<file path="src/rtl/ram_zeroizing_be_pkg.sv">
// Shared RAM definitions: zeroization state encoding and size derivations.
// Latency: n/a (types and constant functions only).
// Backpressure: n/a.
package ram_zeroizing_be_pkg;

   typedef enum logic {
      ST_IDLE = 1'b0,
      ST_ZERO = 1'b1
   } zstate_e;

   function automatic int num_words(input int addr_bits);
      return 1 << addr_bits;
   endfunction

   function automatic int num_lanes(input int n, input int lane);
      return n / lane;
   endfunction

endpackage

</file>
<file path="src/rtl/ram_zeroize_ctrl.sv">
// Zeroization sequencer: sweeps every word address once after reset or on request.
// Latency: sweep occupies exactly 2**ADDR_BITS cycles; busy drops the cycle after the last word.
// Backpressure: while busy (or while a request is being taken) user commands must be dropped via cmd_en.
module ram_zeroize_ctrl
   import ram_zeroizing_be_pkg::*;
#(
   parameter int ADDR_BITS = 4
) (
   input  logic                 clk,
   input  logic                 rst,
   input  logic                 zero_req,
   output logic                 busy,
   output logic                 cmd_en,
   output logic                 zero_we,
   output logic [ADDR_BITS-1:0] zero_addr
);

   zstate_e              state, state_nxt;
   logic [ADDR_BITS-1:0] ptr, ptr_nxt;

   // State and sweep pointer; reset always restarts the sweep from word 0.
   always_ff @(posedge clk) begin
      if (rst) begin
         state <= ST_ZERO;
         ptr   <= '0;
      end else begin
         state <= state_nxt;
         ptr   <= ptr_nxt;
      end
   end

   // Next state: advance the sweep, leave after the top word, start on request when idle.
   always_comb begin
      state_nxt = state;
      ptr_nxt   = ptr;
      case (state)
         ST_ZERO: begin
            ptr_nxt = ptr + 1'b1;
            if (ptr == {ADDR_BITS{1'b1}}) begin
               state_nxt = ST_IDLE;
            end
         end
         ST_IDLE: begin
            if (zero_req) begin
               state_nxt = ST_ZERO;
               ptr_nxt   = '0;
            end
         end
         default: begin
            state_nxt = ST_ZERO;
            ptr_nxt   = '0;
         end
      endcase
   end

   assign busy      = (state == ST_ZERO);
   // A request taken this cycle wins over any read/write presented alongside it.
   assign cmd_en    = (state == ST_IDLE) && !zero_req;
   assign zero_we   = busy;
   assign zero_addr = ptr;

endmodule

</file>
<file path="src/rtl/ram_zeroizing_be.sv">
// Single-port word RAM with byte-lane writes, registered read port and hardware zeroization.
// Latency: read data one cycle after rd_en (read-first on same-address write); snapshot lags array by one cycle.
// Backpressure: none; wr_en/rd_en are silently dropped while busy or when zero_req is asserted.
module ram_zeroizing_be
   import ram_zeroizing_be_pkg::*;
#(
   parameter int N         = 64,
   parameter int ADDR_BITS = 4,
   parameter int LANE      = 8
) (
   input  logic                          clk,
   input  logic                          rst,
   input  logic [ADDR_BITS-1:0]          addr,
   input  logic [N-1:0]                  data_in,
   input  logic                          wr_en,
   input  logic [N/LANE-1:0]             be,
   input  logic                          rd_en,
   input  logic                          zero_req,
   output logic [N-1:0]                  data_out,
   output logic                          rd_valid,
   output logic                          busy,
   output logic [(2**ADDR_BITS)*N-1:0]   ram_flat
);

   localparam int NUM_WORDS = num_words(ADDR_BITS);
   localparam int NUM_LANES = num_lanes(N, LANE);

   logic [N-1:0]           ram [NUM_WORDS];
   logic [N-1:0]           wr_word;
   logic [NUM_WORDS*N-1:0] flat_nxt;
   logic                   cmd_en;
   logic                   zero_we;
   logic [ADDR_BITS-1:0]   zero_addr;

   ram_zeroize_ctrl #(
      .ADDR_BITS (ADDR_BITS)
   ) u_ctrl (
      .clk       (clk),
      .rst       (rst),
      .zero_req  (zero_req),
      .busy      (busy),
      .cmd_en    (cmd_en),
      .zero_we   (zero_we),
      .zero_addr (zero_addr)
   );

   // Lane merge: enabled lanes take new data, the rest keep the stored word.
   for (genvar k = 0; k < NUM_LANES; k++) begin : g_lane
      assign wr_word[k*LANE +: LANE] = be[k] ? data_in[k*LANE +: LANE]
                                             : ram[addr][k*LANE +: LANE];
   end

   // Array update: sweep writes zeros, otherwise accepted user writes; reset leaves contents alone.
   always_ff @(posedge clk) begin
      if (!rst) begin
         if (zero_we) begin
            ram[zero_addr] <= '0;
         end else if (cmd_en && wr_en) begin
            ram[addr] <= wr_word;
         end
      end
   end

   // Read register: samples the pre-write word, so a same-address write is read-first.
   always_ff @(posedge clk) begin
      if (rst) begin
         data_out <= '0;
         rd_valid <= 1'b0;
      end else begin
         rd_valid <= cmd_en && rd_en;
         if (cmd_en && rd_en) begin
            data_out <= ram[addr];
         end
      end
   end

   for (genvar i = 0; i < NUM_WORDS; i++) begin : g_flat
      assign flat_nxt[i*N +: N] = ram[i];
   end

   // Snapshot: full registered copy of the array, one cycle behind it.
   always_ff @(posedge clk) begin
      if (rst) begin
         ram_flat <= '0;
      end else begin
         ram_flat <= flat_nxt;
      end
   end

endmodule

</file>
<file path="config.mk">
export PLATFORM = sky130hd
export DESIGN_NAME = ram_zeroizing_be
export DESIGN_NICKNAME = d
export VERILOG_FILES = /design/src/rtl/ram_zeroizing_be_pkg.sv /design/src/rtl/ram_zeroize_ctrl.sv /design/src/rtl/ram_zeroizing_be.sv
export SDC_FILE = /design/constraint.sdc
export NUM_CORES = 2
export LEC_CHECK = 0
export BUFFER_PORTS_ARGS = -buffer_cell sky130_fd_sc_hd__buf_4
export CAP_MARGIN = 5
export CORE_AREA = 2 2 461 463
export DETAILED_ROUTE_END_ITERATION = 16
export DIE_AREA = 0 0 463 465
export PLACE_DENSITY_LB_ADDON = 0.25
export SLEW_MARGIN = 5
export SYNTH_ARGS = -nofsm -noshare
export SYNTH_HDL_FRONTEND = slang
export SYNTH_SLANG_ARGS = --single-unit
</file>
<file path="constraint.sdc">
create_clock -name clk -period 5.9 [get_ports clk]
set_clock_uncertainty 0.05 [all_clocks]
set_input_delay 0.295 -clock clk [delete_from_list [all_inputs] [get_ports clk]]
set_output_delay 0.295 -clock clk [all_outputs]
set_load 0.05 [all_outputs]
</file>
==> run_results.csv <==
group,metric,value,unit
run_status,status,"finished clean",
sta,worst_pin_slew,1.27,ns
synth,ys_seq_area_share,75.2,%
pwr,comb_power_share,8.0,%
clock_network,path_clk_slew,0.07,ns
synth,syn_inst,4429,
job,drv_cap,0,
global_route,grt_overflow,0,
pwr,p_sw,0.00810,W
placement,io_buffer_count,1170,
sta,post-route-min-period,4.06,ns
synth,synth_top_cell_by_area,"edfxtp_1",
sta,finalSetupViolCount,0,
critical_path,cpLargestDelayFamily,"simple AND/OR/NAND/NOR gates",
die,die_area,215000,um2
pwr,leakagePower,35.7,nW
clock_network,numCtsBuffers,213,
drt,routedWlPerCell,30.0,um
clock_network,cts.hold.buffers_added,5,
die,die_y,465,um
sta,hold_violations,0,
critical_path,rr_endpoint,"ram[11][62]",
sta,finalWorstSetupSlack,1.84,ns
clock_network,htree_num_levels,4,
pwr,power_density,365,nW/um2
layout,final_cell_mix,"1220 x buf_4, 1094 x dfxtp_1, 1026 x nor2b_1, 1024 x edfxtp_1, 258 x mux2i_1",
clock_network,tritoncts,"yes",
sta,whs,0.120,ns
die,start_util,33.2,%
global_route,grt.total_usage,23.3,%
layout,final_cells,8631,
global_route,antenna_found_initial,13,
layout,area_growth,27.6,%
pwr,p_sw_share,24.8,%
drt,met2_length,125,mm
drt,vias,42300,
critical_path,cpPeakStageDelay,0.96,ns
drt,drt_wl_total,259,mm
global_route,grt_pass1_wl,352,mm
pwr,peakVddDrop,0.000296,V
layout,final_common_cell,"buf_4",
critical_path,crit_path_frequent_cell,"buf_4",
drt,first_pass_iters,6,
synth,async_flop_share,0,%
critical_path,path_cells,"nor4b_4, mux2i_1, nand2_1, nor2_4, buf_4, buf_4",
synth,ys_types,41,
critical_path,r2r_slack,1.84,ns
die,die_x,463,um
drt,dr_wl_met3,17.6,mm
sta,maxSlewHeadroom,15.4,%
clock_network,clk_latency,0.87,ns
placement,dp_cells,8219,
critical_path,crit_slowest_cell,"nor4b_4",
layout,fill_cells,19300,
pwr,power,0.0326,W
critical_path,path_buf_inv,2,
die,core_area,211000,um2
critical_path,rr_worst_depth,6,
layout,final_net_count,5700,
synth,ys_seq_elements,2118,
hold_path,hold_path.startpoint,"data_in[58]",
critical_path,critPathMaxFanout,34,
drt,drc,0,
critical_path,worst-setup-path-type,"reg -> reg",
synth,ys_warn_count,0,
clock_network,clk_path_buf_depth,3,
synth,synth_nets,4511,
clock_network,root_buffer,"clkbuf_16",
sta,slew_viol_final,0,
critical_path,cp_data_required_time,6.33,ns
clock_network,cts.sinks,2118,
drt,drt-initial-drc-count,3689,
global_route,grt_start_max_net_pins,202,
synth,synth.avg_cell_area,15.8,um2
sta,fmax,246,MHz
sta,min_period_over_period,68.9,%
drt,wl_met1,104,mm
critical_path,critPathCaptureType,"register",
clock_network,postCtsSetupBuffers,0,
hold_path,worstHoldPathCells,3,
drt,ant_nets,0,
pwr,power_frac_seq,48.6,%
global_route,grt_pass1_vias,43400,
drt,viasPerCell,4.90,
die,rows,169,
placement,gp_congestion,0.844,
critical_path,r2r-start,"u_ctrl.busy",
synth,synth.area.top_cells,"edfxtp_1 44%, dfxtp_1 31%, nor2b_1 9.2%",
critical_path,start_kind,"register",
hold_path,whs_endpoint,"ram[11][58]",
synth,synth_edf_count,1024,
sta,setup_tns,0,ns
synth,syn_area,70000,um2
critical_path,crit_arrival,4.49,ns
pwr,clkPwrFrac,43.3,%
layout,drive_gt1_share,30.5,%
synth,yosysTopAreaCellShare,43.9,%
drt,highest_layer,"met5",
sta,rsz0062_at_grt,"no",
critical_path,crit_cells,6,
placement,post-place-ws,1.79,ns
synth,synth_flop_cell,"dfxtp_1",
pwr,intPower,0.0245,W
placement,dp_hpwl,179,mm
hold_path,min_path_type,"in -> reg",
clock_network,cts_resized,0,
die,ios,1171,
[metrics by stage]
step                utilization (%)  cell area, um2
finish                         42.4           89400
global placement               38.8           81900
floorplan                         -           70000
global route                   42.4           89400
CTS                            42.4           89400
detailed placement             38.8           81900
[worst register-to-register path, stage by stage (launching register included)]
cell and delay, ns:
dfxtp_1 0.48, nor4b_4 0.96, mux2i_1 0.33, nand2_1 0.29
nor2_4 0.18, buf_4 0.51, buf_4 0.81
[synth_stat cells, drive strengths merged (62+ instances only)]
master and count:
a21oi 67, a221o 126, a22o 62, buf 85, clkbuf 179, dfxtp 1094, edfxtp 1024, mux2i 258
mux4 128, nor2 147, nor2b 1027, o22ai 62
[layer usage]
| layer | vias up | track usage [%] |
|---|---|---|
| met5 | - | 0 |
| met4 | 2 | 10.2 |
| met3 | 354 | 4.93 |
| met2 | 1973 | 38.8 |
| met1 | 21900 | 29.1 |
| li1 | 18100 | - |
[state kept, by name, summed over array words and instances (netlist names)]
register and flops:
rd_valid 1, data_out 64, ram 1024, u_ctrl.zero_addr 4, ram_flat 1024, u_ctrl.busy 1
[power by group through the flow]
stage	Clock (W)	Sequential, W	Combinational [W]
4_1_cts	0.0144	0.0159	0.00265
3_3_place_gp	0	0.0162	0.00264
6_report	0.0141	0.0159	0.00263
3_5_place_dp	0	0.0162	0.00264
5_1_grt	0.0150	0.0159	0.00271
2_1_floorplan	0	0.0171	0.000645
[worst max path at each step]
stage | from | endpoint | slack (ns)
2_1_floorplan | u_ctrl.busy | ram[6][0] | 1.16
3_3_place_gp | rst | ram[10][41] | 1.89
3_5_place_dp | rst | ram[11][1] | 1.79
4_1_cts | u_ctrl.busy | ram[11][59] | 1.77
5_1_grt | u_ctrl.busy | ram[11][60] | 1.59
6_report | u_ctrl.busy | ram[11][62] | 1.84
[cell type report]
| type | count | area, um2 | share of cell area (%) |
|---|---|---|---|
| clock buffers | 304 | 6370 | 7.13 |
| multi-input cells | 1986 | 16100 | 18.0 |
| flip-flops and latches | 2118 | 52700 | 58.9 |
| inverters | 61 | 236 | 0.265 |
| clock inverters | 98 | 1050 | 1.17 |
| well taps | 2821 | 3530 | 3.95 |
| diodes | 5 | 12.5 | 0.0140 |
| repair buffers | 1238 | 9440 | 10.6 |
[kinds of logic (layout without fill, tap and decap cells)]
family	after synthesis	count (layout)	share of synthesized area, %
flops	2118	2118	75.2
simple gates	1199	1199	10.2
compound gates	399	399	4.72
mux	387	387	7.82
buf+inv	325	1701	2.10
fa+ha+maj	1	1	0.0179
other cells	0	5	0
(Power assumes the default switching activity.)
